$ cat src/rtl/tone_channel_player.sv
// Multi-channel square-wave note player: a writable tone->prescale table feeds
// independent channels that play, time and gap notes, then pulse note_done.
module tone_channel_player #(
    parameter int NUM_CH     = 2,
    parameter int PRESCALE_W = 10,
    parameter int TONE_W     = 4,
    parameter int DUR_W      = 8,
    parameter int TICK_DIV   = 50000,
    parameter int GAP_TICKS  = 2,
    parameter int RETRIGGER  = 0,
    localparam int CH_W      = (NUM_CH > 1) ? $clog2(NUM_CH) : 1,
    localparam int MIX_W     = $clog2(NUM_CH + 1)
) (
    input  logic                  clk,
    input  logic                  reset,
    input  logic                  tbl_we,
    input  logic [TONE_W-1:0]     tbl_addr,
    input  logic [PRESCALE_W-1:0] tbl_data,
    input  logic                  cmd_valid,
    output logic                  cmd_ready,
    input  logic [CH_W-1:0]       cmd_ch,
    input  logic                  cmd_stop,
    input  logic [TONE_W-1:0]     cmd_tone,
    input  logic [1:0]            cmd_octave,
    input  logic [DUR_W-1:0]      cmd_dur,
    output logic [NUM_CH-1:0]     tone_out,
    output logic [NUM_CH-1:0]     busy,
    output logic [NUM_CH-1:0]     note_done,
    output logic [MIX_W-1:0]      mix_level
);

    localparam int DEPTH  = 2 ** TONE_W;
    localparam int TICK_W = (TICK_DIV > 1) ? $clog2(TICK_DIV) : 1;
    localparam int GAP_W  = (GAP_TICKS > 1) ? $clog2(GAP_TICKS) : 1;

    typedef enum logic [1:0] {IDLE = 2'd0, PLAY = 2'd1, GAP = 2'd2} ch_state_t;

    function automatic logic [PRESCALE_W-1:0] init_val(input int idx);
        logic [11:0] v;
        case (idx)
            0: v = 12'h1BB;  1: v = 12'h18B;  2: v = 12'h175;  3: v = 12'h14C;
            4: v = 12'h128;  5: v = 12'h117;  6: v = 12'h0F9;  7: v = 12'h0DD;
            8: v = 12'h2EA;  9: v = 12'h2C0; 10: v = 12'h299; 11: v = 12'h273;
            12: v = 12'h250; 13: v = 12'h22F; 14: v = 12'h20F; 15: v = 12'h1F2;
            default: v = 12'h000;
        endcase
        return PRESCALE_W'(v);
    endfunction

    logic [PRESCALE_W-1:0] tbl [DEPTH];
    logic [TICK_W-1:0]     tick_cnt;
    logic                  tick;
    logic [PRESCALE_W-1:0] eff_raw, eff_new;
    logic [NUM_CH-1:0]     idle_v;
    logic                  sel_idle, ch_valid;
    logic [MIX_W-1:0]      pop;

    always_ff @(posedge clk) begin
        if (reset) begin
            for (int i = 0; i < DEPTH; i++) tbl[i] <= init_val(i);
        end else if (tbl_we) begin
            tbl[tbl_addr] <= tbl_data;
        end
    end

    assign tick = (tick_cnt == TICK_W'(TICK_DIV - 1));

    always_ff @(posedge clk) begin
        if (reset || tick) tick_cnt <= '0;
        else               tick_cnt <= tick_cnt + TICK_W'(1);
    end

    // The table is read before this edge's write lands, so a same-cycle write is not seen.
    assign eff_raw = tbl[cmd_tone] >> cmd_octave;
    assign eff_new = (eff_raw == '0) ? PRESCALE_W'(1) : eff_raw;

    always_comb begin
        sel_idle = 1'b0;
        ch_valid = 1'b0;
        for (int i = 0; i < NUM_CH; i++) begin
            if (cmd_ch == CH_W'(i)) begin
                ch_valid = 1'b1;
                sel_idle = idle_v[i];
            end
        end
    end

    // Handshake: a command transfers on a cycle with cmd_valid && cmd_ready.
    assign cmd_ready = !ch_valid || cmd_stop || sel_idle || (RETRIGGER != 0);

    for (genvar c = 0; c < NUM_CH; c++) begin : g_ch
        ch_state_t             state, next_state;
        logic                  acc, acc_stop, acc_play, done_set, done_q, tone_q;
        logic                  ch_tone, ch_busy;
        logic [PRESCALE_W-1:0] eff, half_cnt;
        logic [DUR_W-1:0]      remaining;
        logic [GAP_W-1:0]      gap_cnt;

        assign acc      = cmd_valid && cmd_ready && (cmd_ch == CH_W'(c));
        assign acc_stop = acc && cmd_stop;
        assign acc_play = acc && !cmd_stop;

        always_ff @(posedge clk) begin
            if (reset) state <= IDLE;
            else       state <= next_state;
        end

        always_comb begin
            next_state = state;
            done_set   = 1'b0;
            if (acc_stop) begin
                next_state = IDLE;
            end else if (acc_play) begin
                next_state = PLAY;
            end else begin
                case (state)
                    PLAY: if (tick && remaining == DUR_W'(1)) begin
                        if (GAP_TICKS == 0) begin
                            next_state = IDLE;
                            done_set   = 1'b1;
                        end else begin
                            next_state = GAP;
                        end
                    end
                    GAP: if (tick && gap_cnt == GAP_W'(GAP_TICKS - 1)) begin
                        next_state = IDLE;
                        done_set   = 1'b1;
                    end
                    default: ;
                endcase
            end
        end

        always_comb begin
            ch_tone = (state == PLAY) && tone_q;
            ch_busy = (state != IDLE);
        end

        // remaining == 0 means sustain; a timed note leaves PLAY before reaching 0.
        always_ff @(posedge clk) begin
            if (reset) begin
                eff       <= '0;
                half_cnt  <= '0;
                remaining <= '0;
                gap_cnt   <= '0;
                tone_q    <= 1'b0;
                done_q    <= 1'b0;
            end else begin
                done_q <= done_set;
                if (acc_play) begin
                    eff       <= eff_new;
                    remaining <= cmd_dur;
                    half_cnt  <= '0;
                    gap_cnt   <= '0;
                    tone_q    <= 1'b0;
                end else if (state == PLAY && next_state == PLAY) begin
                    if (half_cnt == eff) begin
                        half_cnt <= '0;
                        tone_q   <= ~tone_q;
                    end else begin
                        half_cnt <= half_cnt + PRESCALE_W'(1);
                    end
                    if (tick && remaining != '0) remaining <= remaining - DUR_W'(1);
                end else begin
                    half_cnt <= '0;
                    tone_q   <= 1'b0;
                    if (state == GAP && tick) gap_cnt <= gap_cnt + GAP_W'(1);
                    else if (state != GAP)    gap_cnt <= '0;
                end
            end
        end

        assign idle_v[c]    = (state == IDLE);
        assign tone_out[c]  = ch_tone;
        assign busy[c]      = ch_busy;
        assign note_done[c] = done_q;
    end

    always_comb begin
        pop = '0;
        for (int i = 0; i < NUM_CH; i++) pop = pop + MIX_W'(tone_out[i]);
    end

    always_ff @(posedge clk) begin
        if (reset) mix_level <= '0;
        else       mix_level <= pop;
    end

endmodule

$ cat config.mk
export PLATFORM = sky130hd
export DESIGN_NAME = tone_channel_player
export DESIGN_NICKNAME = d
export VERILOG_FILES = /design/src/rtl/tone_channel_player.sv
export SDC_FILE = /design/constraint.sdc
export NUM_CORES = 1
export LEC_CHECK = 0
export BUFFER_PORTS_ARGS = -buffer_cell sky130_fd_sc_hd__buf_4
export CAP_MARGIN = 20
export CORE_UTILIZATION = 59
export DETAILED_ROUTE_END_ITERATION = 8
export PLACE_DENSITY = 0.82
export SLEW_MARGIN = 10
export SYNTH_ARGS = -nofsm -noshare
export SYNTH_HDL_FRONTEND = slang
export SYNTH_SLANG_ARGS = --single-unit
$ cat constraint.sdc
create_clock -name clk -period 4.67 [get_ports clk]
set_input_delay 0.2335 -clock clk [delete_from_list [all_inputs] [get_ports clk]]
set_output_delay 0.2335 -clock clk [all_outputs]
set_load 0.01 [all_outputs]
## Yosys cells after proc, flatten, opt, wreduce, memory -nomap -nowiden

Memories as Yosys holds them, arrays and structs flattened.
Cells that the tools add are included.
W data, S select, Z words.

| operators by class | value |
|---|---|
| equality and inequality tests | 13 |
| mux-type cells | 48 |
| reductions and logical operators | 48 |
| bitwise gates (word level) | 7 |
| shifts and indexed selects | 1 |
| $add $sub $neg | 8 |

Operators by type and width:

| operator | number |
|---|---|
| $mux W10 | 18 |
| $mux W8 | 6 |
| $add A10 B1 Y10 const B | 2 |
| $eq A10 B10 Y1 | 2 |
| $logic_and A1 B1 Y1 | 19 |
| $add A16 B1 Y16 const B | 1 |
| $eq A16 B16 Y1 const B | 1 |
| $eq A8 B1 Y1 const B | 2 |
| $mux W2 | 8 |
| $reduce_bool A2 Y1 | 8 |
| $reduce_bool A8 Y1 | 2 |
| $reduce_or A4 Y1 | 4 |
| $sub A8 B1 Y8 const B | 2 |
| $mux W1 | 13 |
| $logic_not A10 Y1 | 1 |
| $reduce_or A10 Y1 | 1 |
| $shr A10 B2 Y10 | 1 |
| $eq A2 B1 Y1 const B | 4 |
| $pmux W2 S2 | 2 |
| $reduce_and A2 Y1 | 4 |
| $not A1 Y1 | 7 |
| $reduce_or A3 Y1 | 2 |
| $eq A2 B2 Y1 const B | 2 |
| $logic_not A2 Y1 | 2 |
| other kinds (7) | 11 |

| word-level totals | value |
|---|---|
| RAM bits | 160 |
| memories | 1 |
| register bits | 84 |

Memory list:

| memory | words | bits a word | read ports | clocked after Yosys merged registers in | wr ports | RTL line | text |
|---|---|---|---|---|---|---|---|
| tbl | 16 | 10 | 1 | 0 | 16 | 50 | `logic [PRESCALE_W-1:0] tbl [DEPTH];` |

## Depth between registers and ports, before layout

Gate-level depths: netlist of run 1.

| logic depth | value |
|---|---|
| depth after elaboration | 12 |
| depth in mapped cells | 11 |

## Least setup slack after synthesis of run 1

OpenSTA, ideal clock, no wires.

| timing path | value |
|---|---|
| kind | register to register |
| start | reg g_ch[1].state[1] |
| end | reg g_ch[1].remaining[4] |
| clock period less this slack | 2.590 ns |
| setup time | 0.091 ns |
| data required time | 4.579 ns |
| cell stages (with the launch flop) | 11 |
| path buffers | 1 |
| slack | 2.080 ns |
| arrival | 2.499 ns |
| cell sequence | dfxtp_1 > inv_1 > ha_1 > inv_1 > or3_1 > a221oi_1 > a22o_1 > clkbuf_1 > nand3_1 > or4_1 > a311oi_1 |

| on the way | value |
|---|---|
| longest elaborated chain between the ends | 12 |
| elaborated cells on any way between the ends | 20 |
| those cells by class | 3 x eq/ne; 7 x mux; 10 x reduce/logical |

Ends and longest elaborated chain:

| item | RTL line | text |
|---|---|---|
| start, declared | 92 | `ch_state_t state, next_state;` |
| start signal, assigned | 105 | `else state <= next_state;` |
| $logic_not A2 Y1 | 173 | `assign idle_v[c] = (state == IDLE);` |
| $mux W1 | 81 | `if (cmd_ch == CH_W'(i)) begin` |
| $logic_or A1 B1 Y1 | 89 | `assign cmd_ready = !ch_valid \|\| cmd_stop \|\| sel_idle \|\| (RETRIGGER != 0);` |
| $logic_and A1 B1 Y1 (2 in a row) | 99 | `assign acc = cmd_valid && cmd_ready && (cmd_ch == CH_W'(c));` |
| $logic_and A1 B1 Y1 | 101 | `assign acc_play = acc && !cmd_stop;` |
| $mux W2 | 113 | `end else if (acc_play) begin` |
| $mux W2 | 111 | `if (acc_stop) begin` |
| $eq A2 B1 Y1 | 156 | `end else if (state == PLAY && next_state == PLAY) begin` |
| $logic_and A1 B1 Y1 | 156 |  |
| $reduce_bool A2 Y1 (no source line) | -- |  |
| $reduce_and A2 Y1 (no source line) | -- |  |
| end signal, assigned | 152 | `remaining <= cmd_dur;` |
| end signal, assigned | 163 | `if (tick && remaining != '0) remaining <= remaining - DUR_W'(1);` |
| end, declared | 96 | `logic [DUR_W-1:0] remaining;` |

Several ways; a longest one is shown, not always the timed one.
A chain may end at the register's enable or synchronous reset.

## Worst setup path after layout of run 1

Same ends and word-level chain as after synthesis.

==> impl_metrics.tcl, run 1 <==
set metrics [dict create \
    synthFlopType "edfxtp_1" \
    status "complete, no violations" \
    power_frac_seq 0.497 \
    grt_busiest_layer "met2" \
    yosysMostFrequentCell "edfxtp_1" \
    syn_nets 1073 \
    final_util 0.6683 \
    cp_num_buf_inv 2 \
    avgSynthCellArea_um2 11.47 \
    place_congestion 0.8397 \
    grt_pass1_vias 7717 \
    rsz0062_at_grt "false" \
    worst-path-max-fanout 22 \
    cp_top_family "simple AND/OR/NAND/NOR gates" \
    hpwl_mm 16.67 \
    drv_cap 0 \
    syn2layout_area_growth_pct 10.82 \
    synth_area_leaders "edfxtp_1, dfxtp_1, mux4_2, nor2_1, or3_1" \
    leakagePower_nw 4.455 \
    use_met3 0.05399 \
    clkPwrFrac 0.417 \
    required_ns 5.10 \
    holdWs_ns 0.01355 \
    synth_commonest_cells "edfxtp_1, nor2_1, dfxtp_1, nand2_1, or3_1" \
    synth_area_leader_cell "edfxtp_1" \
    cellPowerDensity_nw_per_um2 376.8 \
    layout_min_cycle_time_ns 3.242 \
    fin_crit_sh 0.6942 \
    seq_area_frac_synth 0.5527 \
    io_pins 43 \
    cts.repair.resized 0 \
    vias 7919 \
    n_fill_cell 1398 \
    cp-start-kind "register" \
    combPwrFrac 0.086 \
    diodes 0 \
    clock_sinks 244 \
    antenna_found_initial 0 \
    cts_buffer_depth 3 \
    synth_warnings 0 \
    core_um2 19460 \
    dieWidth_um 143.0 \
    clkLatencyLatePin_ns 0.54 \
    grtUsageMet2 0.4357 \
    syn_inst 1023 \
    slowest_stage "or3_1" \
    switching_power_mw 1.131 \
    worstSetupPathType "register to register" \
    grtUsageMet1 0.3372 \
    switching_share 0.2308 \
    ant_nets 0 \
    slew-limit-headroom 0.3297 \
    cts_tree "done" \
    hold_viol 0 \
    cp_cell_sequence "inv_1 > ha_1 > inv_1 > or3_1 > a221oi_1 > a22o_1 > nand3_1 > or4_1 > a311oi_1" \
    setup_tns_ns 0 \
    clock.fmax_mhz 308.5 \
    grt_max_degree 64 \
    clk_pin_slew_ns 0.06 \
    drc 0 \
    die_h_um 143.0 \
    worst_slew_pin_slew_ns 0.9977 \
    grt_pass1_wl_mm 40.61 \
    async_reset_ff_frac 0 \
    ir_drop_uv 314.7 \
    cpPeakStageDelay_ns 0.66 \
    wl_mm 25.94 \
    hp-class "input port to register" \
    holdBufCountCts 3 \
    crit_top_cell "inv_1" \
    layout.nets 1082 \
    dpl_worst_slack_ns 1.491 \
    synth.distinct_cells 57 \
    port_buffers 42 \
    cp.arrival_ns 3.67 \
    synth_area_um2 11740 \
    synth_top_area_frac 0.4094 \
    grt_remaining_overflow 0 \
    dieArea_um2 20460 \
    drt-initial-drc-count 681 \
    numCtsBuffers 25 \
    drive_gt1_frac 0.1532 \
    setup_slack_ns 1.428 \
    yosys_register_bits 244 \
    skew_ns 0.01951 \
    final-setup-viol-count 0 \
    synth_edf_count 160 \
    finalPower_mw 4.901 \
    htreeDepth 1 \
    wire_per_inst_um 19.71 \
    cts_setup_buffers 0 \
    p_int_mw 3.770 \
    track_usage 0.2623 \
    initial_utilization 0.6030 \
    std_cell_rows 51 \
    slew_violations 0 \
    vias_per_cell 6.017 \
    dr.pass1.iters 7 \
    clk_root_buffer_cell "clkbuf_16" \
    crit_path_end_kind "register" \
]
## power by group through the flow
stage | logic [mW] | clock network [mW] | registers, mW
global route | 0.454 | 2.15 | 2.44
floorplan | 0.291 | 0 | 2.46
global placement | 0.404 | 0 | 2.48
detailed placement | 0.411 | 0 | 2.48
finish | 0.420 | 2.05 | 2.44
CTS | 0.416 | 2.05 | 2.44
## registers in the layout, summed over array words and instances (netlist names)
name / count
g_ch.done_q: 2
g_ch.eff: 20
g_ch.gap_cnt: 2
g_ch.half_cnt: 20
g_ch.remaining: 16
g_ch.state: 4
g_ch.tone_q: 2
mix_level: 2
tbl: 160
tick_cnt: 16
## path summary, 6_finish.rpt
check / start / to / slack (ns) / cells past startpoint
max reg2reg: g_ch[1].state[1] / g_ch[1].remaining[4] / 1.43 / 9
max: g_ch[1].state[1] / g_ch[1].remaining[4] / 1.43 / 9
min reg2reg: g_ch[1].eff[8] / g_ch[1].eff[8] / 0.47 / 2
min: cmd_dur[4] / g_ch[0].remaining[4] / 0.01 / 3
## worst min-delay path: cells and delay by family
family,cells,cell delay [ns]
buffers and inverters,1,0.12
AO/OA/AOI/OAI,1,0.05
AND/OR/NAND/NOR,1,0.09
## cells in the final DEF (no fill, tap or decap), types with 29 or more instances in the layout
cell type	count
dfxtp_1	84
or3_1	59
mux4_2	34
nor2_1	108
nand2_1	62
and2_1	57
buf_4	50
edfxtp_1	160
inv_1	29
xnor2_1	33
## area by class of cell
type	instances	area, um^2	share of cell area
clock inverter	18	201.4	0.01549
timing repair buffer	53	405.4	0.03117
clock buffer	28	636.9	0.04897
inverter	29	108.9	0.008369
multi-input combinational	679	4836	0.3718
tap	265	331.6	0.02549
sequential	244	6486	0.4987
## per-stage QoR
step	area (um^2)	cells
floorplan	11740	1023
global placement	12140	1267
detailed placement	12140	1267
CTS	13010	1316
global route	13010	1316
finish	13010	1316
## metal layers
metal,vias up,wire length (um)
met5,-,0
met4,0,766
met3,61,2192
met2,352,12530
met1,3798,10450
li1,3708,-
## cell families (layout without fill, tap and decap cells)
logic type,count (synthesis),in the layout,share of synthesized area
AO/OA/AOI/OAI,91,91,0.05544
AND/OR/NAND/NOR,445,445,0.1998
buffers and inverters,100,128,0.03571
XOR/XNOR,59,59,0.04403
multiplexers,68,68,0.09531
flip-flops,244,244,0.5527
adder cells (fa/ha/maj),16,16,0.01706
Power figures use the tool's default switching activity.
==> run 2, diff against run 1 <==
clock period = 3.4 ns   (was 4.67 ns; I/O delays follow)
==> run 2 against run 1 <==
Compared with the run above: count of clock-buffer cells in the layout grew 7; flip-flop and latch count stayed put; setup slack worse by 0.81 ns; largest power group unchanged.
==> impl_metrics.tcl, run 2 (synthesis results as in run 1) <==
set metrics [dict create \
    skew_ns 0.02267 \
    p_int_mw 5.099 \
    grt_pass1_wl_mm 42.32 \
    dp.cells 1275 \
    power_frac_seq 0.501 \
    diodes 0 \
    hold_viol 0 \
    crit_path_end_kind "register" \
    rsz0062_at_grt "false" \
    dpl_worst_slack_ns 0.5147 \
    top_regs "tbl x160, g_ch.eff x20, g_ch.half_cnt x20" \
    top_register "tbl" \
    n_fill_cell 1397 \
    vias 8057 \
    cp_cell_sequence "or4bb_1 > nor4_4 > buf_4 > o2111ai_2 > or3_4 > or4_1 > a311oi_2" \
    wl_mm 27.06 \
    fin_crit_sh 0.8194 \
    cts_buffer_depth 3 \
    port_buffers 42 \
    worst-path-max-fanout 15 \
    grt_remaining_overflow 0 \
    final_cell_mix "edfxtp_1, nor2_1, dfxtp_1" \
    ir_drop_uv 386.2 \
    fin_cells 1332 \
    drv_cap 0 \
    syn2layout_area_growth_pct 11.67 \
    clk_root_buffer_cell "clkbuf_16" \
    hp-class "input port to register" \
    layout.nets 1097 \
    cts_setup_buffers 0 \
    required_ns 3.85 \
    clock_sinks 244 \
    grt_max_degree 65 \
    cpPeakStageDelay_ns 0.56 \
    worstSetupPathType "register to register" \
    antenna_found_initial 0 \
    numCtsBuffers 27 \
    hpwl_mm 17.16 \
    initial_utilization 0.6030 \
    cellPowerDensity_nw_per_um2 510.0 \
    status "complete, no violations" \
    setup_tns_ns 0 \
    leakagePower_nw 4.521 \
    core_um2 19460 \
    die_h_um 143.0 \
    dieArea_um2 20460 \
    io_pins 43 \
    dieWidth_um 143.0 \
    cts.repair.resized 0 \
    slowest_stage "or4bb_1" \
    switching_power_mw 1.585 \
    switching_share 0.2372 \
    std_cell_rows 51 \
    place_congestion 0.8886 \
    drc 0 \
    drt-initial-drc-count 764 \
    combPwrFrac 0.088 \
    drive_gt1_frac 0.1593 \
    min_path_cells 2 \
    htreeDepth 1 \
    ant_nets 0 \
    slew-limit-headroom 0.2486 \
    cp.arrival_ns 3.23 \
    wire_per_inst_um 20.32 \
    final_common_cell "edfxtp_1" \
    ff2ff_path_depth 7 \
    cp-start-kind "register" \
    clk_pin_slew_ns 0.06 \
    slew_violations 0 \
    vias_per_cell 6.049 \
    grt_pass1_vias 7847 \
    final-setup-viol-count 0 \
    layout_min_cycle_time_ns 2.786 \
    clkLatencyLatePin_ns 0.55 \
    setup_slack_ns 0.6142 \
    dr.pass1.iters 6 \
    clkPwrFrac 0.411 \
    clock.fmax_mhz 359.0 \
    largest_reg_flops 160 \
    worst_slew_pin_slew_ns 1.127 \
    holdBufCountCts 8 \
    track_usage 0.2740 \
    cts_tree "done" \
    finalPower_mw 6.684 \
]
[run 2: worst max-delay path: cells and delay by family, from the launching register on]
family,cells,cell delay (ns)
buffers and inverters,1,0.24
AO/OA/AOI/OAI,2,0.48
flip-flops,1,0.43
AND/OR/NAND/NOR,4,1.53
[run 2: per-layer routing]
layer  vias up  global-route usage  part of all wire
met4         0             0.08715             0.031
met1      3853              0.3591              0.40
met3        63             0.05835             0.095
met2       399              0.4552              0.48
met5         -                   0                 0
li1       3742                   -                 -
[run 2: cell type report]
cell class	count	area, um^2	area share
flip-flops and latches	244	6486	0.4949
multi-input cells	679	4836	0.3690
clock buffers	35	719.4	0.05489
repair buffers	66	515.5	0.03933
well taps	265	331.6	0.02530
clock inverters	14	108.9	0.008305
inverters	29	108.9	0.008305
[run 2: power by group through the flow]
stage	Clock, mW	Sequential, mW	Combinational (mW)
after floorplan	0	3.38	0.400
after global placement	0	3.40	0.560
after detailed placement	0	3.41	0.573
after CTS	2.76	3.35	0.585
after global routing	2.88	3.36	0.634
final	2.74	3.35	0.591
[run 2: metrics by stage]
step / util / area, um^2 / hold slack [ns]
6_report: 0.6734 / 13110 / 0.02908
5_1_grt: 0.6734 / 13110 / 0.04119
4_1_cts: 0.6734 / 13110 / 0.02711
3_5_place_dp: 0.6267 / 12200 / 0.4491
3_3_place_gp: 0.6267 / 12200 / 0.4451
2_1_floorplan: - / 11740 / 0.3105
[run 2: worst paths after layout]
check,to,slack [ns],start
worst max-delay path,g_ch[0].remaining[7],0.61,tick_cnt[8]
worst min-delay path,tbl[4][2],0.03,tbl_addr[1]
worst max register to register,g_ch[0].remaining[7],0.61,tick_cnt[8]
worst min register to register,tick_cnt[0],0.47,tick_cnt[0]
